--- src/rtl/fpu_pkg.sv ---
// Shared FPU definitions: operator encodings, widths, exponent limits and
// the record carried between the normalise pipeline stages.
package fpu_pkg;

  localparam int unsigned MANT_W = 32'd48;
  localparam int unsigned EXP_W  = 32'd8;
  localparam int unsigned FRAC_W = 32'd23;

  localparam logic signed [9:0] EXP_BIAS = 10'sd127;
  localparam logic signed [9:0] EXP_MAX  = 10'sd255;

  typedef enum logic [1:0] {
    OP_ADD = 2'b00,
    OP_SUB = 2'b01,
    OP_MUL = 2'b10,
    OP_DIV = 2'b11
  } op_e;

  typedef struct packed {
    logic              valid;
    logic              sign;
    logic signed [9:0] exp;
    logic [47:0]       mant;
    logic              sticky;
    op_e               op;
    logic              zero;
  } stage_t;

endpackage

--- src/rtl/fpu_normalize_if.sv ---
// Upstream/downstream handshake bundle of the normalise stage; the slave
// modport is the normaliser, the master modport is whoever drives it.
interface fpu_normalize_if;
  import fpu_pkg::*;

  logic              in_valid;
  logic              in_ready;
  logic              in_sign;
  logic [EXP_W-1:0]  in_exponent;
  logic [MANT_W-1:0] in_mantissa;
  logic [1:0]        in_operator;
  logic              out_valid;
  logic              out_ready;
  logic [31:0]       out_result;
  logic [1:0]        out_operator;
  logic              out_overflow;
  logic              out_underflow;
  logic              out_zero;

  modport slave (
    input  in_valid, in_sign, in_exponent, in_mantissa, in_operator, out_ready,
    output in_ready, out_valid, out_result, out_operator,
           out_overflow, out_underflow, out_zero
  );

  modport master (
    output in_valid, in_sign, in_exponent, in_mantissa, in_operator, out_ready,
    input  in_ready, out_valid, out_result, out_operator,
           out_overflow, out_underflow, out_zero
  );

endinterface

--- src/rtl/fpu_lzc48.sv ---
// Combinational 48-bit leading-one detector: bit index of the highest set
// bit, plus a flag for an all-zero word.
module fpu_lzc48 (
  input  logic [47:0] mant_i,
  output logic [5:0]  pos_o,
  output logic        zero_o
);

  // Scan upward so the highest set bit is the last one to win.
  always_comb begin
    pos_o = 6'd0;
    for (int i = 0; i < 48; i++) begin
      pos_o = mant_i[i] ? 6'(i) : pos_o;
    end
    zero_o = ~|mant_i;
  end

endmodule

--- src/rtl/fpu_normalize.sv ---
// Three-stage normalise / round-to-nearest-even / pack of the fpu_compute
// result into an IEEE-754 single, with one global stall for all stages.
module fpu_normalize
  import fpu_pkg::*;
(
  input  logic           clk,
  input  logic           rst_n,
  fpu_normalize_if.slave bus
);

  stage_t s1_q, s1_d;
  stage_t s2_q, s2_d;

  logic        out_valid_q,     out_valid_d;
  logic [31:0] out_result_q,    out_result_d;
  logic [1:0]  out_operator_q,  out_operator_d;
  logic        out_overflow_q,  out_overflow_d;
  logic        out_underflow_q, out_underflow_d;
  logic        out_zero_q,      out_zero_d;

  logic              advance_s;
  logic [5:0]        lead_pos_s;
  logic              lead_zero_s;
  logic [5:0]        lshift_s;
  logic [MANT_W-1:0] norm_mant_s;
  logic signed [9:0] norm_exp_s;
  logic              norm_sticky_s;
  logic              guard_s;
  logic              sticky_s;
  logic              inc_s;
  logic [24:0]       rnd_sum_s;
  logic [22:0]       rnd_frac_s;
  logic signed [9:0] rnd_exp_s;

  assign advance_s          = ~out_valid_q | bus.out_ready;
  assign bus.in_ready       = advance_s;
  assign bus.out_valid      = out_valid_q;
  assign bus.out_result     = out_result_q;
  assign bus.out_operator   = out_operator_q;
  assign bus.out_overflow   = out_overflow_q;
  assign bus.out_underflow  = out_underflow_q;
  assign bus.out_zero       = out_zero_q;

  fpu_lzc48 u_lzc (
    .mant_i (s1_q.mant),
    .pos_o  (lead_pos_s),
    .zero_o (lead_zero_s)
  );

  // S1 capture of the raw compute result.
  always_comb begin
    s1_d = s1_q;
    if (advance_s) begin
      s1_d.valid  = bus.in_valid;
      s1_d.sign   = bus.in_sign;
      s1_d.exp    = $signed({2'b00, bus.in_exponent});
      s1_d.mant   = bus.in_mantissa;
      s1_d.sticky = 1'b0;
      s1_d.op     = op_e'(bus.in_operator);
      s1_d.zero   = (bus.in_mantissa == 48'd0);
    end else begin
      s1_d = s1_q;
    end
  end

  // Normalise so that bit 46 holds the hidden one.
  always_comb begin
    lshift_s      = 6'd46 - lead_pos_s;
    norm_mant_s   = s1_q.mant;
    norm_exp_s    = s1_q.exp;
    norm_sticky_s = s1_q.sticky;
    if (s1_q.mant[47]) begin
      norm_mant_s   = {1'b0, s1_q.mant[47:1]};
      norm_exp_s    = s1_q.exp + 10'sd1;
      norm_sticky_s = s1_q.sticky | s1_q.mant[0];
    end else if (!lead_zero_s && (lead_pos_s < 6'd46)) begin
      norm_mant_s   = s1_q.mant << lshift_s;
      norm_exp_s    = s1_q.exp - $signed({4'd0, lshift_s});
    end else begin
      norm_mant_s   = s1_q.mant;
    end
  end

  // S2 register of the normalised value.
  always_comb begin
    s2_d = s2_q;
    if (advance_s) begin
      s2_d.valid  = s1_q.valid;
      s2_d.sign   = s1_q.sign;
      s2_d.exp    = norm_exp_s;
      s2_d.mant   = norm_mant_s;
      s2_d.sticky = norm_sticky_s;
      s2_d.op     = s1_q.op;
      s2_d.zero   = s1_q.zero;
    end else begin
      s2_d = s2_q;
    end
  end

  // Round to nearest even; a carry out of the significand renormalises by one.
  always_comb begin
    guard_s   = s2_q.mant[22];
    sticky_s  = (|s2_q.mant[21:0]) | s2_q.sticky;
    inc_s     = guard_s & (sticky_s | s2_q.mant[23]);
    rnd_sum_s = {s2_q.mant[47], s2_q.mant[46:23]} + {24'd0, inc_s};
    if (rnd_sum_s[24]) begin
      rnd_frac_s = rnd_sum_s[23:1];
      rnd_exp_s  = s2_q.exp + 10'sd1;
    end else begin
      rnd_frac_s = rnd_sum_s[22:0];
      rnd_exp_s  = s2_q.exp;
    end
  end

  // S3 pack with saturation to infinity and flush to zero.
  always_comb begin
    out_valid_d     = out_valid_q;
    out_result_d    = out_result_q;
    out_operator_d  = out_operator_q;
    out_overflow_d  = out_overflow_q;
    out_underflow_d = out_underflow_q;
    out_zero_d      = out_zero_q;
    if (advance_s) begin
      out_valid_d = s2_q.valid;
      if (s2_q.valid) begin
        out_operator_d = s2_q.op;
        if (s2_q.zero) begin
          out_result_d    = {s2_q.sign, 31'd0};
          out_overflow_d  = 1'b0;
          out_underflow_d = 1'b0;
          out_zero_d      = 1'b1;
        end else if (rnd_exp_s >= EXP_MAX) begin
          out_result_d    = {s2_q.sign, 8'hFF, 23'd0};
          out_overflow_d  = 1'b1;
          out_underflow_d = 1'b0;
          out_zero_d      = 1'b0;
        end else if (rnd_exp_s <= 10'sd0) begin
          out_result_d    = {s2_q.sign, 31'd0};
          out_overflow_d  = 1'b0;
          out_underflow_d = 1'b1;
          out_zero_d      = 1'b1;
        end else begin
          out_result_d    = {s2_q.sign, rnd_exp_s[7:0], rnd_frac_s};
          out_overflow_d  = 1'b0;
          out_underflow_d = 1'b0;
          out_zero_d      = 1'b0;
        end
      end else begin
        out_result_d = out_result_q;
      end
    end else begin
      out_valid_d = out_valid_q;
    end
  end

  // Pipeline and output registers.
  always_ff @(posedge clk or negedge rst_n) begin
    if (!rst_n) begin
      s1_q            <= '0;
      s2_q            <= '0;
      out_valid_q     <= 1'b0;
      out_result_q    <= 32'd0;
      out_operator_q  <= 2'b00;
      out_overflow_q  <= 1'b0;
      out_underflow_q <= 1'b0;
      out_zero_q      <= 1'b0;
    end else begin
      s1_q            <= s1_d;
      s2_q            <= s2_d;
      out_valid_q     <= out_valid_d;
      out_result_q    <= out_result_d;
      out_operator_q  <= out_operator_d;
      out_overflow_q  <= out_overflow_d;
      out_underflow_q <= out_underflow_d;
      out_zero_q      <= out_zero_d;
    end
  end

endmodule

--- src/flat_wrapper.sv ---
// flat-port wrapper written by rule: the top's interface ports become plain ports
module fpu_normalize_flat import fpu_pkg::*;
  (clk, rst_n, bus_in_valid, bus_in_sign, bus_in_exponent, bus_in_mantissa, bus_in_operator, bus_out_ready, bus_in_ready, bus_out_valid, bus_out_result, bus_out_operator, bus_out_overflow, bus_out_underflow, bus_out_zero);
  fpu_normalize_if bus_i ();
  input  logic clk;
  input  logic rst_n;
  input wire logic [$bits(bus_i.in_valid)-1:0] bus_in_valid;
  input wire logic [$bits(bus_i.in_sign)-1:0] bus_in_sign;
  input wire logic [$bits(bus_i.in_exponent)-1:0] bus_in_exponent;
  input wire logic [$bits(bus_i.in_mantissa)-1:0] bus_in_mantissa;
  input wire logic [$bits(bus_i.in_operator)-1:0] bus_in_operator;
  input wire logic [$bits(bus_i.out_ready)-1:0] bus_out_ready;
  output wire logic [$bits(bus_i.in_ready)-1:0] bus_in_ready;
  output wire logic [$bits(bus_i.out_valid)-1:0] bus_out_valid;
  output wire logic [$bits(bus_i.out_result)-1:0] bus_out_result;
  output wire logic [$bits(bus_i.out_operator)-1:0] bus_out_operator;
  output wire logic [$bits(bus_i.out_overflow)-1:0] bus_out_overflow;
  output wire logic [$bits(bus_i.out_underflow)-1:0] bus_out_underflow;
  output wire logic [$bits(bus_i.out_zero)-1:0] bus_out_zero;
  assign bus_i.in_valid = bus_in_valid;
  assign bus_i.in_sign = bus_in_sign;
  assign bus_i.in_exponent = bus_in_exponent;
  assign bus_i.in_mantissa = bus_in_mantissa;
  assign bus_i.in_operator = bus_in_operator;
  assign bus_i.out_ready = bus_out_ready;
  assign bus_in_ready = bus_i.in_ready;
  assign bus_out_valid = bus_i.out_valid;
  assign bus_out_result = bus_i.out_result;
  assign bus_out_operator = bus_i.out_operator;
  assign bus_out_overflow = bus_i.out_overflow;
  assign bus_out_underflow = bus_i.out_underflow;
  assign bus_out_zero = bus_i.out_zero;
  fpu_normalize u_core (.clk(clk), .rst_n(rst_n), .bus(bus_i));
endmodule
--- config.mk ---
export PLATFORM = sky130hd
export DESIGN_NAME = fpu_normalize_flat
export DESIGN_NICKNAME = d
export VERILOG_FILES = /design/src/rtl/fpu_pkg.sv /design/src/rtl/fpu_normalize_if.sv /design/src/rtl/fpu_lzc48.sv /design/src/rtl/fpu_normalize.sv /design/src/flat_wrapper.sv
export SDC_FILE = /design/constraint.sdc
export NUM_CORES = 1
export LEC_CHECK = 0
export BUFFER_PORTS_ARGS = -buffer_cell sky130_fd_sc_hd__clkbuf_2
export CAP_MARGIN = 20
export CORE_ASPECT_RATIO = 1.1
export CORE_MARGIN = 2
export CORE_UTILIZATION = 49
export DETAILED_ROUTE_END_ITERATION = 6
export PLACE_DENSITY_LB_ADDON = 0.08
export RECOVER_POWER = 25
export SYNTH_ARGS = -nofsm -noshare
export SYNTH_HDL_FRONTEND = slang
export SYNTH_SLANG_ARGS = --single-unit
--- constraint.sdc ---
create_clock -name clk -period 9.5 [get_ports clk]
set_clock_uncertainty 0.05 [all_clocks]
set_input_delay 1.425 -clock clk [delete_from_list [all_inputs] [get_ports clk]]
set_output_delay 1.425 -clock clk [all_outputs]
set_load 0.05 [all_outputs]
Yosys cells after proc, flatten, opt, wreduce, memory -nomap -nowiden
Cells that the tools add are included.
W data, S select, Z words.
{"block": "totals", "mem_bits_rw": 0, "mem_count": 0, "register_bits": 163, "out_inout_bits": 39, "in_bits": 63, "latch_bits": 0, "rom_bits": 0, "elab_cells": 101}
{"block": "op_classes", "n_bitwise": 5, "mux": 63, "reduce_logical": 5, "magnitude_cmp": 3, "n_div": 0, "n_eq_ne": 0, "mul": 0, "addsub": 5, "n_shift": 1}
{"op": "$mux W48", "count": 2}
{"op": "$mux W6", "count": 16}
{"op": "$mux W31", "count": 3}
{"op": "$mux W5", "count": 16}
{"op": "$logic_not A48 Y1", "count": 1}
{"op": "$reduce_or A48 Y1", "count": 1}
{"op": "$shl A48 B6 Y48", "count": 1}
{"op": "$mux W4", "count": 8}
{"op": "$mux W10", "count": 3}
{"op": "$add A25 B1 Y25", "count": 1}
{"op": "$mux W23", "count": 1}
{"op": "$reduce_or A22 Y1", "count": 1}
{"op": "$mux W3", "count": 4}
{"op": "$add A10 B2 Y10 const B", "count": 1}
{"op": "$ge A10 B9 Y1 const B", "count": 1}
{"op": "$le A10 B1 Y1 const B", "count": 1}
{"op": "$add A8 B1 Y9 const B", "count": 1}
{"op": "$sub A8 B6 Y9", "count": 1}
{"op": "$mux W1", "count": 8}
{"op": "$lt A6 B6 Y1 const B", "count": 1}
{"op": "$sub A6 B6 Y6 const A", "count": 1}
{"op": "$mux W2", "count": 2}
{"op": "$or A1 B1 Y1", "count": 3}
{"op": "$reduce_and A2 Y1", "count": 1}
{"op": "other kinds (3)", "count": 3}

Depth between registers and ports, before layout
Gate-level depths: netlist of run 1.
{"block": "logic_depth", "depth_word": 51, "mapped_depth": 24, "depth_no_buf": 19}

By module
Synthesis of run 1 repeated with hierarchy kept, for this count alone.
{"block": "unflattened", "cells_unflattened": 1489, "area_unflattened_um2": 12228.0}
{"module": "fpu_normalize", "seq_area_each_um2": 4078.9, "cells_per_inst": 1394, "instances": 1, "area_each_um2": 11628.7}
{"module": "fpu_lzc48", "seq_area_each_um2": 0.0, "cells_per_inst": 95, "instances": 1, "area_each_um2": 599.3}

Worst setup path after synthesis of run 1
OpenSTA, ideal clock, no wires.
{"block": "synth_path", "kind": "reg-to-reg", "startpoint": "register u_core.s1_q[20] (netlist name)", "endpoint": "register u_core.s2_q[58] (netlist name)", "period_less_slack_ns": 5.277, "t_required_ns": 9.314, "setup_time_ns": 0.136, "path_slack_ns": 4.223, "arrival_ns": 5.091, "n_path_buf": 6, "path_stages_with_launch": 23, "path_cell_list": "dfrtp_1 -> buf_2 -> or3_1 -> a221oi_1 -> o21ai_1 -> a221o_1 -> nand2_2 -> buf_2 -> buf_2 -> ha_1 -> inv_1 -> buf_1 -> buf_1 -> clkbuf_1 -> fa_1 -> nor2b_1 -> o21ai_0 -> nand2b_1 -> a21o_1 -> a211o_1 -> o21ai_0 -> xnor2_1 -> o21ai_0"}
{"block": "synth_via", "elab_chain_len": 36, "word_cells_on_any_way": 39, "cone_classes": "add/sub: 2; order compare: 1; mux: 34; reduce/logical: 2"}
{"element": "start: declaration", "line_no": "fpu_normalize.sv:11", "source": "stage_t s1_q, s1_d;"}
{"element": "start signal: assignment", "line_no": "fpu_normalize.sv:159", "source": "s1_q <= '0;"}
{"element": "start signal: assignment", "line_no": "fpu_normalize.sv:168", "source": "s1_q <= s1_d;"}
{"element": "$mux W5 (16 in series)", "line_no": "fpu_lzc48.sv:13", "source": "pos_o = mant_i[i] ? 6'(i) : pos_o;"}
{"element": "$mux W6 (16 in series)", "line_no": "fpu_lzc48.sv:13"}
{"element": "$sub A6 B6 Y6 / $lt A6 B6 Y1 (equally long branches)", "line_no": "fpu_normalize.sv:68, fpu_normalize.sv:76"}
{"element": "$sub A8 B6 Y9 / $logic_and A1 B1 Y1 (equally long branches)", "line_no": "fpu_normalize.sv:78, fpu_normalize.sv:76"}
{"element": "$mux W10 (*)", "line_no": "fpu_normalize.sv:76", "source": "end else if (!lead_zero_s && (lead_pos_s < 6'd46)) begin"}
{"element": "$mux W10 (*)", "line_no": "fpu_normalize.sv:72", "source": "if (s1_q.mant[47]) begin"}
{"element": "end signal: assignment", "line_no": "fpu_normalize.sv:160", "source": "s2_q <= '0;"}
{"element": "end signal: assignment", "line_no": "fpu_normalize.sv:169", "source": "s2_q <= s2_d;"}
{"element": "end: declaration", "line_no": "fpu_normalize.sv:12", "source": "stage_t s2_q, s2_d;"}
Mark *: on every way between the ends. The rest lies on a longest branch, timed or not.
A chain may end at the register's enable or synchronous reset.

Worst setup path in the final report of run 1
{"block": "layout_path", "startpoint": "register u_core.s1_q[51] (netlist name)", "endpoint": "register u_core.s2_q[34] (netlist name)"}
{"block": "layout_via", "elab_chain_len": 5, "word_cells_on_any_way": 8, "cone_classes": "add/sub: 1; order compare: 1; shift: 1; mux: 3; reduce/logical: 2"}
{"element": "$mux W6", "line_no": "fpu_lzc48.sv:13"}
{"element": "$sub A6 B6 Y6 / $lt A6 B6 Y1 (equally long branches)", "line_no": "fpu_normalize.sv:68, fpu_normalize.sv:76"}
{"element": "$shl A48 B6 Y48 / $logic_and A1 B1 Y1 (equally long branches)", "line_no": "fpu_normalize.sv:77, fpu_normalize.sv:76"}
{"element": "$mux W48", "line_no": "fpu_normalize.sv:76"}
{"element": "$mux W48 (*)", "line_no": "fpu_normalize.sv:72"}
Marks and branches as above.

==> results of run 1 <==
## power by group
| group | total, µW | switching (µW) | internal (µW) |
|---|---|---|---|
| clock | 770 | 313 | 457 |
| combinational | 3450 | 2250 | 1200 |
| sequential | 1380 | 421 | 959 |
## per-stage QoR
stage               cell area (µm²)  setup slack (ns)
floorplan                     12500              4.22
global placement              13000              3.45
detailed placement            13000              3.39
CTS                           13600              3.31
global route                  13600              2.53
finish                        13600              3.23
## placed cells by master, fill, tap and decap left out, drive strengths merged, types with 11 or more instances in the layout
master / count
a32o: 11
or4: 11
a211oi: 23
buf: 22
nand2: 291
a21oi: 112
nand4: 20
dfrtp: 163
xnor2: 21
o21ai: 127
mux4: 37
and2: 14
nor4: 37
a31oi: 16
mux2i: 42
nand3: 55
or3: 12
inv: 36
o211ai: 20
nor3: 36
ha: 11
mux2: 11
nand2b: 11
o22ai: 17
a221oi: 22
clkbuf: 123
xor2: 22
nor2: 84
o31ai: 14
a22o: 26
## metal layers
| metal | up-vias | share of wire (%) |
|---|---|---|
| met5 | - | 0 |
| met4 | 0 | 3.5 |
| li1 | 5697 | - |
| met1 | 6137 | 43 |
| met3 | 107 | 8.6 |
| met2 | 697 | 45 |
## critical path: cells and delay by family (launching register included)
family	cells	cell delay, ns
AO/OA/AOI/OAI	6	2.18
adder cells (fa/ha/maj)	1	0.35
buffers and inverters	4	1.41
flip-flops	1	0.34
multiplexers	2	0.59
AND/OR/NAND/NOR	4	1.21
## cell usage after synthesis, types with 22 or more instances
| cell type | number | area [µm²] |
|---|---|---|
| inv_1 | 31 | 116 |
| nor3_1 | 34 | 170 |
| nand3_1 | 54 | 270 |
| dfrtp_1 | 163 | 4080 |
| a221oi_1 | 22 | 193 |
| nor2_1 | 84 | 315 |
| a22o_1 | 26 | 228 |
| nor4_1 | 36 | 225 |
| xor2_1 | 22 | 193 |
| o21ai_0 | 123 | 616 |
| mux2i_1 | 42 | 420 |
| a21oi_1 | 111 | 556 |
| mux4_2 | 37 | 833 |
| clkbuf_1 | 104 | 390 |
| a211oi_1 | 23 | 173 |
| nand2_1 | 290 | 1090 |
## registers in the layout (all words and copies together) (netlist names)
signal                    flops
u_core.bus.out_overflow       1
u_core.s1_q                  61
u_core.bus.out_operator       2
u_core.s2_q                  63
u_core.bus.out_valid          1
u_core.guard_s                1
u_core.bus.out_zero           1
u_core.bus.out_result        32
u_core.bus.out_underflow      1
## final timing paths
check,cells past startpoint,start,slack [ns],to
max,17,u_core.s1_q[51],3.23,u_core.s2_q[34]
min,2,u_core.s1_q[62],0.42,u_core.s1_q[62]
max reg2reg,17,u_core.s1_q[51],3.23,u_core.s2_q[34]
min reg2reg,2,u_core.s1_q[62],0.42,u_core.s1_q[62]
max in group asynchronous,2,rst_n,3.53,u_core.s1_q[10]
min in group asynchronous,1,rst_n,2.03,u_core.bus.out_underflow
## kinds of logic after synthesis
group                    count (synthesis)  share of synthesized area, %
adder cells (fa/ha/maj)                 12                          1.26
XOR/XNOR                                43                          3.02
AND/OR/NAND/NOR                        599                          22.4
buffers and inverters                  172                          5.58
multiplexers                            90                          11.0
AO/OA/AOI/OAI                          456                          24.0
flip-flops                             163                          32.7
## area by class of cell
| type | instances | area share, % |
|---|---|---|
| inverters | 34 | 0.955 |
| well taps | 315 | 2.89 |
| flip-flops and latches | 163 | 29.9 |
| clock buffers | 21 | 3.38 |
| multi-input cells | 1200 | 56.6 |
| repair buffers | 124 | 4.94 |
| clock inverters | 11 | 1.29 |
==> results.yml, run 1 <==
status:
  outcome: "finished, violations left"
  violations: "design-rule violations, max-capacitance violations, max-slew violations"
drt:
  drt_wl_total_um: 45800
  ant_nets: 0
  wl_per_cell_um: 24.5
  drtIter0Drc: 1696
  drt-vias-per-instance: 6.77
  vias: 12600
  drc: 2
  dr.pass1.iters: 7
global_route:
  grt.met2_usage_pct: 54.0
  antenna_found_initial: 0
  gr-usage-met1_pct: 48.9
  globalRouteOverflowTotal: 0
  gr-max-usage-layer: "met2"
  grt_usage_pct: 34.8
  grt_pass1_wl_um: 71100
  first_global_vias: 11900
  use_met3_pct: 5.92
  grt_max_degree: 72
cts:
  postCtsHoldBufs: 0
  cts_buffers: 17
  clock-sinks: 163
  h-tree-depth: 4
  clock_latency_ns: 0.45
  cts_tree: "yes"
  cts_root_buf: "clkbuf_16"
  path_clk_slew_ns: 0.07
  cts-resized-gates: 0
  postCtsSetupBuffers: 0
  clk_path_buf_depth: 2
logic_synthesis:
  synth_area_um2: 12500
  synthArstFlopShare_pct: 100
  synth.avg_cell_area_um2: 8.12
  ys.flop_type: "dfrtp_1"
  syn_nets: 1610
  seq_area_frac_synth_pct: 32.7
  synth_seq_cells: 163
  netlist_instances: 1535
  synth_warnings: 0
  yosysUniqueCellTypes: 80
  synth_edf_count: 0
cells_and_area:
  multi_input_area_um2: 7710
  regArea_um2: 4080
  nFillCells: 2416
  num_antenna_cells: 0
  finalNetCount: 1615
  final-instance-count-excl-fill: 1868
  area_growth_syn_to_layout_pct: 9.25
  drive_gt1_share_pct: 14.5
  fin_util_pct: 54.1
place:
  dp.cells: 1836
  io_buffer_count: 101
  hpwl_um: 33500
  gp_congestion: 1.04
timing:
  rsz0062_at_grt: "no"
  finalSetupViolations: 0
  layout_min_cycle_time_ns: 6.27
  drv_slew: 111
  fmaxAchievable_mhz: 159
  relSlewSlack_pct: -122
  tightest_slew_ns: 3.33
  fin_tns_setup_ns: 0
  final_hold_viol_count: 0
  timing.hold.ws_ns: 0.416
  finalCritPeriodShare_pct: 66.0
power_and_ir_drop:
  power_uw: 5600
  peakVddDrop_mv: 0.153
  power.leakage_uw: 0.00571
  power.density_nw_per_um2: 411
job:
  drv_cap: 2
floorplan:
  dieArea_um2: 26700
  rows: 61
  die_w_um: 156
  start_util_pct: 49.5
  io-pin-count: 102
  die_y_um: 171
  coreArea_um2: 25200
setup_path:
  cp_data_required_time_ns: 9.77
  cpMostUsedCell: "buf_4"
  cp_max_fo: 67
  crit_arrival_ns: 6.55
  startpoint_type: "flop"
  cp_cell_sequence: "buf_4, nor2b_1, nor3_1, o2111ai_1, a221o_1, nand2_2, ha_1, inv_1, o21ai_1, nand2_1, buf_4, inv_2, mux4_2, a222oi_1, mux2i_1, a221oi_1, a21oi_1"
  endpoint_kind: "flop"
  cpPeakStageDelay_ns: 0.75
  worstSetupPathType: "flop to flop"
  cpMaxStageDelayCell: "a222oi_1"
hold_path:
  hold_class: "flop to flop"
(Power assumes the default switching activity.)
==> inputs of run 2 (changes only) <==
--- a/config.mk
+++ b/config.mk
@@ -5,6 +5,7 @@
 export SDC_FILE = /design/constraint.sdc
 export NUM_CORES = 1
 export LEC_CHECK = 0
+export ABC_AREA = 1
 export BUFFER_PORTS_ARGS = -buffer_cell sky130_fd_sc_hd__clkbuf_2
 export CAP_MARGIN = 20
 export CORE_ASPECT_RATIO = 1.1
==> constraint.sdc (replaced) <==
create_clock -name clk -period 6.4 [get_ports clk]
set_clock_uncertainty 0.05 [all_clocks]
set_input_delay 0.96 -clock clk [delete_from_list [all_inputs] [get_ports clk]]
set_output_delay 0.96 -clock clk [all_outputs]
set_load 0.05 [all_outputs]
==> results.yml, run 2 <==
cells_and_area:
  drive_gt1_share_pct: 9.41
  final_common_cell: "nand2_1"
  fin_util_pct: 54.5
  num_antenna_cells: 0
  largest_reg_flops: 63
  area_growth_syn_to_layout_pct: 9.82
  finalNetCount: 1965
  final_cell_mix: "nand2_1, nand3_1, dfrtp_1, inv_1, o21ai_0"
  regMostFlops: "u_core.s2_q"
  nFillCells: 2552
cts:
  clk_path_buf_depth: 2
  cts_tree: "yes"
  postCtsSetupBuffers: 0
  clock-sinks: 163
  postCtsHoldBufs: 0
  cts_root_buf: "clkbuf_16"
  cts-resized-gates: 0
  h-tree-depth: 4
  clock_latency_ns: 0.44
  path_clk_slew_ns: 0.08
  cts_buffers: 17
logic_synthesis:
  syn_nets: 1939
  yosysUniqueCellTypes: 42
  synth_edf_count: 0
  ys_top_cells_by_count: "nand2_1, nand3_1, dfrtp_1"
  netlist_top_cells_area: "dfrtp_1, nand2_1, nand3_1, o21ai_0, a21oi_1"
  synth_top_area_cell: "dfrtp_1"
  netlist_instances: 1864
  seq_area_frac_synth_pct: 33.8
  synth_top_area_share_pct: 33.8
  synthArstFlopShare_pct: 100
  synth_warnings: 0
  synth_seq_cells: 163
  ys.flop_type: "dfrtp_1"
  synth.most_common_cell: "nand2_1"
  synth.avg_cell_area_um2: 6.47
  synth_area_um2: 12100
power_and_ir_drop:
  peakVddDrop_mv: 0.278
  power.density_nw_per_um2: 588
  power.leakage_uw: 0.00657
timing:
  finalCritPeriodShare_pct: 88.1
  relSlewSlack_pct: -79.8
  rsz0062_at_grt: "no"
  fmaxAchievable_mhz: 177
  drv_slew: 107
  layout_min_cycle_time_ns: 5.64
  fin_tns_setup_ns: 0
  finalSetupViolations: 0
  final_hold_viol_count: 0
  tightest_slew_ns: 2.70
setup_path:
  cp_data_required_time_ns: 6.64
  reg2reg_slack_ns: 0.76
  worstSetupPathType: "flop to flop"
  worstRegToRegCells: 58
  reg2reg_from: "u_core.s1_q[6]"
  endpoint_kind: "flop"
  cpPeakStageDelay_ns: 0.43
  cpMaxStageDelayCell: "dfrtp_1"
  startpoint_type: "flop"
  cp_max_fo: 29
  r2r_end: "u_core.s2_q[58]"
  crit_arrival_ns: 5.88
  cpMostUsedCell: "nand2_1"
hold_path:
  hold_depth: 2
  min_delay_worst_endpoint: "u_core.bus.out_operator[0]"
  hold_class: "flop to flop"
  hold_start: "u_core.s2_q[1]"
place:
  io_buffer_count: 101
  hpwl_um: 29900
  gp_congestion: 1.00
floorplan:
  rows: 60
  start_util_pct: 49.6
  dieArea_um2: 25900
  die_y_um: 169
  die_w_um: 154
  coreArea_um2: 24300
  io-pin-count: 102
global_route:
  grt_pass1_wl_um: 66000
  first_global_vias: 12200
  globalRouteOverflowTotal: 0
  grt_usage_pct: 31.9
  grt_max_degree: 183
  antenna_found_initial: 0
status:
  violations: "max-capacitance violations, max-slew violations"
  outcome: "finished, violations left"
drt:
  dr.pass1.iters: 7
  drtIter0Drc: 1287
  wl_per_cell_um: 18.4
  vias: 13000
  drt-vias-per-instance: 5.87
  ant_nets: 0
  drt_wl_total_um: 40800
  drc: 0
job:
  drv_cap: 1
[run 2: how the worst max path moves through the flow]
stage	startpoint	to	cells after the start
2_1_floorplan	u_core.s1_q[6]	u_core.s2_q[58]	61
3_3_place_gp	u_core.s1_q[6]	u_core.s2_q[58]	58
3_5_place_dp	u_core.s1_q[6]	u_core.s2_q[58]	58
4_1_cts	u_core.s1_q[6]	u_core.s2_q[58]	58
5_1_grt	u_core.s1_q[6]	u_core.s2_q[58]	58
6_report	u_core.s1_q[6]	u_core.s2_q[58]	58
[run 2: metal layers]
layer  part of all wire, %  GRT usage [%]
met4                   2.9           11.1
met2                    47           53.4
met3                   5.8           3.89
met5                     0              0
met1                    44           42.9
[run 2: cell families after synthesis]
kind of cell / share of synthesized area, %
simple gates: 37.5
compound gates: 16.3
buf+inv: 8.85
flops: 33.8
xor+xnor: 2.25
fa+ha+maj: 1.31
[run 2: area by class of cell]
cell class	count	area [µm²]	area share (%)
Clock buffer	17	425	3.21
Clock inverter	15	165	1.25
Inverter	144	543	4.10
Multi-Input combinational cell	1438	6940	52.4
Sequential cell	163	4080	30.8
Tap cell	310	388	2.93
Timing Repair Buffer	126	706	5.33
[run 2: per-stage QoR]
step	instance area [µm²]	hold WS [ns]	power, µW	setup slack, ns	instances
2_1_floorplan	12100	0.392	5350	1.17	1864
3_3_place_gp	12700	0.407	6660	0.857	2181
3_5_place_dp	12700	0.415	6670	0.769	2181
4_1_cts	13300	0.435	7740	0.733	2213
5_1_grt	13300	0.450	8460	0.0353	2213
6_report	13300	0.426	7790	0.760	2213
[run 2: critical path, delay by kind of cell, from the launching register on]
family | cells | cell delay [ns]
AND/OR/NAND/NOR | 45 | 2.66
AO/OA/AOI/OAI | 5 | 0.91
buffers and inverters | 5 | 0.63
adder cells (fa/ha/maj) | 2 | 0.61
flip-flops | 1 | 0.43
XOR/XNOR | 1 | 0.18
[run 2: power breakdown]
part	leakage, µW	internal [µW]	switching, µW
clock	0.000277	522	515
combinational	0.00430	1460	3530
sequential	0.00199	1410	352
